## src/rtl/mmio_gpio_port_pkg.sv

```systemverilog
// Shared register map, bus handshake states and address decode helper
// for the memory-mapped GPIO port.
package mmio_gpio_port_pkg;

  localparam int GPIO_ADDR_BITS = 3;

  localparam logic [GPIO_ADDR_BITS-1:0] GPIO_REG_OUT     = 3'd0;
  localparam logic [GPIO_ADDR_BITS-1:0] GPIO_REG_SET     = 3'd1;
  localparam logic [GPIO_ADDR_BITS-1:0] GPIO_REG_CLR     = 3'd2;
  localparam logic [GPIO_ADDR_BITS-1:0] GPIO_REG_TGL     = 3'd3;
  localparam logic [GPIO_ADDR_BITS-1:0] GPIO_REG_IN      = 3'd4;
  localparam logic [GPIO_ADDR_BITS-1:0] GPIO_REG_RISE_EN = 3'd5;
  localparam logic [GPIO_ADDR_BITS-1:0] GPIO_REG_FALL_EN = 3'd6;
  localparam logic [GPIO_ADDR_BITS-1:0] GPIO_REG_PEND    = 3'd7;

  typedef enum logic {
    BUS_IDLE = 1'b0,
    BUS_ACK  = 1'b1
  } bus_state_t;

  function automatic logic addr_match(input logic [31:0] addr, input logic [31:0] base);
    return addr[31:GPIO_ADDR_BITS] == base[31:GPIO_ADDR_BITS];
  endfunction

endpackage

```

## src/rtl/mmio_gpio_port_if.sv

```systemverilog
// CPU data-bus bundle seen by the GPIO block; the CPU side is the master.
interface mmio_gpio_port_if;
  logic [31:0] mem_address;
  logic        mem_valid;
  logic        mem_nwr;
  logic [31:0] mem_data_in;
  logic [31:0] mem_data_out;
  logic        mem_ready;
  logic        selected;

  modport master (
    output mem_address, mem_valid, mem_nwr, mem_data_in,
    input  mem_data_out, mem_ready, selected
  );

  modport slave (
    input  mem_address, mem_valid, mem_nwr, mem_data_in,
    output mem_data_out, mem_ready, selected
  );
endinterface

```

## src/rtl/mmio_gpio_port_sync_edge.sv

```systemverilog
// Pin synchroniser chain plus history flop producing per-bit rise/fall vectors.
// Edges stay masked until the chain has been refilled after reset.
module gpio_sync_edge #(
  parameter int WIDTH       = 8,
  parameter int SYNC_STAGES = 2
) (
  input  logic             clk,
  input  logic             reset,
  input  logic [WIDTH-1:0] i_pins,
  output logic [WIDTH-1:0] o_synced,
  output logic [WIDTH-1:0] o_rise,
  output logic [WIDTH-1:0] o_fall
);

  localparam int WARM_MAX  = SYNC_STAGES + 1;
  localparam int WARM_BITS = $clog2(WARM_MAX + 1);

  logic [WIDTH-1:0]     r_sync [SYNC_STAGES];
  logic [WIDTH-1:0]     r_hist;
  logic [WARM_BITS-1:0] r_warm;
  logic                 w_warm;

  // Zeroed flops would otherwise report a fake edge when pins are already high out of reset
  always_ff @(posedge clk) begin
    if (reset) begin
      for (int i = 0; i < SYNC_STAGES; i++) r_sync[i] <= '0;
      r_hist <= '0;
      r_warm <= '0;
    end else begin
      r_sync[0] <= i_pins;
      for (int i = 1; i < SYNC_STAGES; i++) r_sync[i] <= r_sync[i-1];
      r_hist <= r_sync[SYNC_STAGES-1];
      if (!w_warm) r_warm <= r_warm + WARM_BITS'(1);
    end
  end

  assign w_warm   = (r_warm == WARM_BITS'(WARM_MAX));
  assign o_synced = r_sync[SYNC_STAGES-1];
  assign o_rise   = w_warm ? (o_synced & ~r_hist) : '0;
  assign o_fall   = w_warm ? (~o_synced & r_hist) : '0;

endmodule

```

## src/rtl/mmio_gpio_port.sv

```systemverilog
// Memory-mapped GPIO port: set/clear/toggle outputs, synchronised inputs and
// per-bit edge interrupts behind a one-cycle-latency CPU bus handshake.
module mmio_gpio_port
  import mmio_gpio_port_pkg::*;
#(
  parameter int               WIDTH        = 8,
  parameter logic [31:0]      BASE_ADDRESS = 32'hFFFFFFF0,
  parameter int               SYNC_STAGES  = 2,
  parameter logic [WIDTH-1:0] OUT_RESET    = '0
) (
  input  logic                  clk,
  input  logic                  reset,
  mmio_gpio_port_if.slave       bus,
  input  logic [WIDTH-1:0]      i_gpio_in,
  output logic [WIDTH-1:0]      o_gpio_out,
  output logic                  o_interrupt,
  input  logic                  i_interrupt_clear
);

  bus_state_t r_state;
  bus_state_t w_nextState;

  logic                      w_selected;
  logic                      w_accept;
  logic                      w_write;
  logic [GPIO_ADDR_BITS-1:0] w_offset;
  logic [WIDTH-1:0]          w_wdata;
  logic [WIDTH-1:0]          r_out;
  logic [WIDTH-1:0]          r_riseEn;
  logic [WIDTH-1:0]          r_fallEn;
  logic [WIDTH-1:0]          r_pend;
  logic [WIDTH-1:0]          w_synced;
  logic [WIDTH-1:0]          w_rise;
  logic [WIDTH-1:0]          w_fall;
  logic [WIDTH-1:0]          w_pendSet;
  logic [WIDTH-1:0]          w_pendClr;
  logic [WIDTH-1:0]          w_readVal;
  logic [31:0]               r_dataOut;
  logic                      w_unused;

  gpio_sync_edge #(
    .WIDTH       (WIDTH),
    .SYNC_STAGES (SYNC_STAGES)
  ) u_syncEdge (
    .clk      (clk),
    .reset    (reset),
    .i_pins   (i_gpio_in),
    .o_synced (w_synced),
    .o_rise   (w_rise),
    .o_fall   (w_fall)
  );

  assign w_selected = addr_match(bus.mem_address, BASE_ADDRESS);
  assign w_offset   = bus.mem_address[GPIO_ADDR_BITS-1:0];
  assign w_wdata    = bus.mem_data_in[WIDTH-1:0];
  assign w_unused   = ^bus.mem_data_in;
  // A held request is only taken once: acceptance requires the idle state
  assign w_accept   = bus.mem_valid && w_selected && (r_state == BUS_IDLE);
  assign w_write    = w_accept && !bus.mem_nwr;

  always_ff @(posedge clk) begin
    if (reset) r_state <= BUS_IDLE;
    else       r_state <= w_nextState;
  end

  always_comb begin
    w_nextState = r_state;
    case (r_state)
      BUS_IDLE: if (w_accept) w_nextState = BUS_ACK;
      BUS_ACK:  if (!(bus.mem_valid && w_selected)) w_nextState = BUS_IDLE;
      default:  w_nextState = BUS_IDLE;
    endcase
  end

  always_comb begin
    w_readVal = '0;
    case (w_offset)
      GPIO_REG_OUT:     w_readVal = r_out;
      GPIO_REG_IN:      w_readVal = w_synced;
      GPIO_REG_RISE_EN: w_readVal = r_riseEn;
      GPIO_REG_FALL_EN: w_readVal = r_fallEn;
      GPIO_REG_PEND:    w_readVal = r_pend;
      default:          w_readVal = '0;
    endcase
  end

  always_ff @(posedge clk) begin
    if (reset)         r_dataOut <= '0;
    else if (w_accept) r_dataOut <= 32'(w_readVal);
  end

  always_ff @(posedge clk) begin
    if (reset) begin
      r_out    <= OUT_RESET;
      r_riseEn <= '0;
      r_fallEn <= '0;
    end else if (w_write) begin
      case (w_offset)
        GPIO_REG_OUT:     r_out    <= w_wdata;
        GPIO_REG_SET:     r_out    <= r_out | w_wdata;
        GPIO_REG_CLR:     r_out    <= r_out & ~w_wdata;
        GPIO_REG_TGL:     r_out    <= r_out ^ w_wdata;
        GPIO_REG_RISE_EN: r_riseEn <= w_wdata;
        GPIO_REG_FALL_EN: r_fallEn <= w_wdata;
        default:          ;
      endcase
    end
  end

  // Set is OR-ed in after the clear so an edge coinciding with an ack is never lost
  assign w_pendSet = (w_rise & r_riseEn) | (w_fall & r_fallEn);
  assign w_pendClr = {WIDTH{i_interrupt_clear}} |
                     ((w_write && (w_offset == GPIO_REG_PEND)) ? w_wdata : '0);

  always_ff @(posedge clk) begin
    if (reset) r_pend <= '0;
    else       r_pend <= (r_pend & ~w_pendClr) | w_pendSet;
  end

  assign bus.mem_ready    = (r_state == BUS_ACK);
  assign bus.mem_data_out = r_dataOut;
  assign bus.selected     = w_selected;
  assign o_gpio_out       = r_out;
  assign o_interrupt      = |r_pend;

endmodule

```

## src/flat_wrapper.sv

```systemverilog
// flat-port wrapper written by rule: the top's interface ports become plain ports
module mmio_gpio_port_flat import mmio_gpio_port_pkg::*;
#(
  parameter int               WIDTH        = 8,
  parameter logic [31:0]      BASE_ADDRESS = 32'hFFFFFFF0,
  parameter int               SYNC_STAGES  = 2,
  parameter logic [WIDTH-1:0] OUT_RESET    = '0
)
  (clk, reset, i_gpio_in, o_gpio_out, o_interrupt, i_interrupt_clear, bus_mem_address, bus_mem_valid, bus_mem_nwr, bus_mem_data_in, bus_mem_data_out, bus_mem_ready, bus_selected);
  mmio_gpio_port_if bus_i ();
  input  logic clk;
  input  logic reset;
  input  logic [WIDTH-1:0] i_gpio_in;
  output logic [WIDTH-1:0] o_gpio_out;
  output logic o_interrupt;
  input  logic i_interrupt_clear;
  input wire logic [$bits(bus_i.mem_address)-1:0] bus_mem_address;
  input wire logic [$bits(bus_i.mem_valid)-1:0] bus_mem_valid;
  input wire logic [$bits(bus_i.mem_nwr)-1:0] bus_mem_nwr;
  input wire logic [$bits(bus_i.mem_data_in)-1:0] bus_mem_data_in;
  output wire logic [$bits(bus_i.mem_data_out)-1:0] bus_mem_data_out;
  output wire logic [$bits(bus_i.mem_ready)-1:0] bus_mem_ready;
  output wire logic [$bits(bus_i.selected)-1:0] bus_selected;
  assign bus_i.mem_address = bus_mem_address;
  assign bus_i.mem_valid = bus_mem_valid;
  assign bus_i.mem_nwr = bus_mem_nwr;
  assign bus_i.mem_data_in = bus_mem_data_in;
  assign bus_mem_data_out = bus_i.mem_data_out;
  assign bus_mem_ready = bus_i.mem_ready;
  assign bus_selected = bus_i.selected;
  mmio_gpio_port #(.WIDTH(WIDTH), .BASE_ADDRESS(BASE_ADDRESS), .SYNC_STAGES(SYNC_STAGES), .OUT_RESET(OUT_RESET)) u_core (.clk(clk), .reset(reset), .bus(bus_i), .i_gpio_in(i_gpio_in), .o_gpio_out(o_gpio_out), .o_interrupt(o_interrupt), .i_interrupt_clear(i_interrupt_clear));
endmodule
```

## config.mk

```make
export PLATFORM = sky130hd
export DESIGN_NAME = mmio_gpio_port_flat
export DESIGN_NICKNAME = d
export VERILOG_FILES = /design/src/rtl/mmio_gpio_port_pkg.sv /design/src/rtl/mmio_gpio_port_if.sv /design/src/rtl/mmio_gpio_port_sync_edge.sv /design/src/rtl/mmio_gpio_port.sv /design/src/flat_wrapper.sv
export SDC_FILE = /design/constraint.sdc
export NUM_CORES = 1
export LEC_CHECK = 0
export CORE_UTILIZATION = 45
export CTS_CLUSTER_DIAMETER = 80
export CTS_CLUSTER_SIZE = 40
export DETAILED_ROUTE_END_ITERATION = 10
export PLACE_DENSITY = 0.81
export SYNTH_ARGS = -nofsm -noshare
export SYNTH_HDL_FRONTEND = slang
export SYNTH_HIERARCHICAL = 1
export SYNTH_SLANG_ARGS = --single-unit
```

## constraint.sdc

```tcl
create_clock -name clk -period 3.6 [get_ports clk]
set_input_delay 1.08 -clock clk [delete_from_list [all_inputs] [get_ports clk]]
set_output_delay 1.08 -clock clk [all_outputs]
set_load 0.01 [all_outputs]
```

==> impl_metrics.py <==
metrics = {
    "run_status": {
        "status": "completed",
    },
    "power": {
        "power.total_mw": 1.67,
        "peakVddDrop_uv": 237,
        "leakagePower_nw": 1.98,
        "powerDensity_nw_per_um2": 358,
    },
    "floorplan": {
        "die-area_sq_um": 8840,
        "die_h_um": 94.0,
        "start_util_pct": 46.4,
        "die_w_um": 94.0,
        "ios": 120,
        "fp-row-count": 33,
        "coreArea_sq_um": 8220,
    },
    "synth": {
        "yosys.area.top_type": "dfxtp_1",
        "ys_seq_elements": 67,
        "synthCells": 413,
        "synth_top_area_share_pct": 35.2,
        "synth.distinct_cells": 43,
        "synthFlopType": "dfxtp_1",
        "yosysWarnings": 6,
        "ys_seq_area_share_pct": 35.2,
        "syn-cell-area_sq_um": 3810,
        "synthTopCellsByArea": "dfxtp_1 (35%), mux2i_1 (11%), buf_4 (7.5%)",
        "async_flop_share_pct": 0,
        "syn_avg_cell_area_sq_um": 9.22,
        "synth_edf_count": 0,
    },
    "clocking": {
        "insertion_delay_ns": 0.35,
        "clock-sinks": 67,
        "cts_root_buf": "clkbuf_8",
        "cts_max_level": 3,
        "ctsHoldBuffers": 0,
        "cts_buffers": 9,
        "cts_max_path_buffers": 2,
        "cts_setup_buffers": 0,
        "clkTransAtPathRegs_ns": 0.07,
        "cts_tree": "yes",
    },
    "routing": {
        "drt-wirelength-per-cell_um": 15.4,
        "drc": 0,
        "drt-total-wl_mm": 8.98,
        "drt_iter0_drc": 263,
        "dr.pass1.iters": 4,
        "antenna_left": 0,
        "num_vias": 3212,
        "viasPerCell": 5.52,
    },
    "timing": {
        "fmax_mhz": 285,
        "hold_viol": 0,
        "max_slew_margin_pct": 52.4,
        "setup_violations": 0,
        "fin_crit_ns": 3.50,
        "tightest_slew_ns": 0.712,
        "setup-tns-final_ns": 0,
        "fin_skew_ns": 0.00680,
        "drv_slew": 0,
        "rsz0062_at_grt": "no",
        "finalCritPeriodShare_pct": 97.3,
    },
    "worst_setup_path": {
        "cp_max_fo": 2,
        "cp.arrival_ns": 2.42,
        "crit_chain": "clkdlybuf4s50_1 > nand4_4 > nor4_4 > and2_1 > clkdlybuf4s15_1",
        "cp_slowest_stage_delay_ns": 0.51,
        "cp_num_buf_inv": 2,
        "cpMaxStageDelayCell": "clkdlybuf4s50_1",
        "crit_path_start_kind": "input pin",
        "required_ns": 2.52,
        "endpoint_kind": "output port",
        "path_class": "in -> out",
        "critPathTopFamily": "buffers and inverters",
    },
    "min_path": {
        "min_path_type": "reg -> reg",
    },
    "global_route": {
        "antenna_found_initial": 0,
        "grt_max_degree": 43,
        "first_global_vias": 3147,
        "grtUsageTotal_pct": 21.2,
        "grt_pass1_wl_mm": 14.4,
        "gr-total-overflow": 0,
    },
    "placement": {
        "dp_hpwl_mm": 6.41,
        "dp_cells": 566,
        "place_congestion": 0.868,
        "dpl_cell_area_sq_um": 4450,
        "portBuffers": 71,
    },
    "cells_and_area": {
        "final_area_sq_um": 4670,
        "final_common_cell": "clkdlybuf4s50_1",
        "n_antenna_cell": 0,
        "final_cell_count_no_fill": 582,
        "syn_to_final_growth_pct": 22.6,
        "regArea_sq_um": 1340,
        "multiInputGateArea_sq_um": 2100,
        "final_nets": 567,
        "drive_gt1_share_pct": 8.81,
        "final_cell_mix": "clkdlybuf4s50_1 (70), dfxtp_1 (67), nand2_1 (42)",
        "fill_cells": 735,
    },
    "job": {
        "maxCapViolCount": 0,
    },
}
==> layer usage <==
metal  track usage [%]  up-vias  routed length (um)  part of all wire, %
li1                  -     1534                   -                    -
met1              24.8     1527                3690                   41
met2              37.0      133                4480                   50
met3              3.32       18                 588                  6.6
met4              11.3        0                 211                  2.4
met5                 0        -                   0                    0
==> power breakdown <==
group          internal (mW)  switching (mW)  leakage [nW]
logic                 0.0933           0.104          1.33
registers              0.757         0.00937         0.544
clock network          0.408           0.301         0.108
==> cells by family after synthesis <==
| kind of cell | after synthesis | synth area share, % |
|---|---|---|
| AOI/OAI and AO/OA | 80 | 15.2 |
| adders and majority gates | 18 | 5.91 |
| xor gates and xnor gates | 1 | 0.230 |
| DFF | 67 | 35.2 |
| buffers and inverters | 77 | 11.9 |
| muxes | 41 | 10.8 |
| and+or+nand+nor | 128 | 20.7 |
| other | 1 | 0.0984 |
==> cell type report <==
class                   count  share of cell area (%)
clock buffers              10                    2.95
clock inverters             6                    1.90
inverters                  19                    1.53
multi-input cells         292                    45.0
flip-flops and latches     67                    28.7
well taps                 105                    2.81
repair buffers             83                    17.1
==> sequential cells by signal (all words and copies together) (netlist names) <==
| name | count |
|---|---|
| u_core/bus.mem_data_out | 8 |
| u_core/bus.mem_ready | 1 |
| u_core/o_gpio_out | 8 |
| u_core/r_fallEn | 8 |
| u_core/r_pend | 8 |
| u_core/r_riseEn | 8 |
| u_core/u_syncEdge/r_hist | 8 |
| u_core/u_syncEdge/r_sync | 16 |
| u_core/u_syncEdge/r_warm | 2 |
==> metrics by stage <==
| step | worst slack, ns | hold WS (ns) | util [%] |
|---|---|---|---|
| final | 0.0956 | 0.442 | 56.9 |
| after global routing | 0.0239 | 0.457 | 56.9 |
| after CTS | 0.0435 | 0.445 | 56.8 |
| after detailed placement | -0.224 | 0.427 | 54.1 |
| after global placement | -0.201 | 0.418 | 54.1 |
| after floorplan | 0.574 | 0.414 | - |
==> Yosys cell counts (2+ instances only) <==
master / count
clkbuf_1: 11
a211oi_1: 8
o221ai_1: 8
o31ai_1: 7
and3b_1: 2
buf_4: 38
a21boi_0: 8
nor4_4: 3
nor2b_1: 25
nor2_1: 13
a21oi_1: 9
nor4_1: 2
mux2i_1: 41
nand4bb_1: 2
nand2_1: 42
o21ai_0: 7
and3b_2: 6
nand3_1: 16
a22oi_1: 23
buf_6: 2
and2_1: 2
ha_1: 18
nand4_1: 4
nand3_4: 2
a311oi_1: 8
inv_1: 18
dfxtp_1: 67
buf_2: 6
==> path summary, 6_finish.rpt <==
| kind | start | endpoint | slack (ns) | cells past startpoint |
|---|---|---|---|---|
| setup / recovery | bus_mem_address[10] | bus_selected | 0.1 | 5 |
| hold / removal | u_core/u_syncEdge/r_sync[0][7] | u_core/u_syncEdge/r_sync[0][15] | 0.44 | 1 |
| setup reg to reg | u_core/u_syncEdge/r_warm[0] | u_core/r_pend[2] | 1.84 | 5 |
| hold reg to reg | u_core/u_syncEdge/r_sync[0][7] | u_core/u_syncEdge/r_sync[0][15] | 0.44 | 1 |
==> timing repair <==
action	CTS	global route
setup endpoints to repair	1	1
gates resized for setup	1	1
pin swaps	0	1
Note: power is estimated with default switching activity, not from simulation.
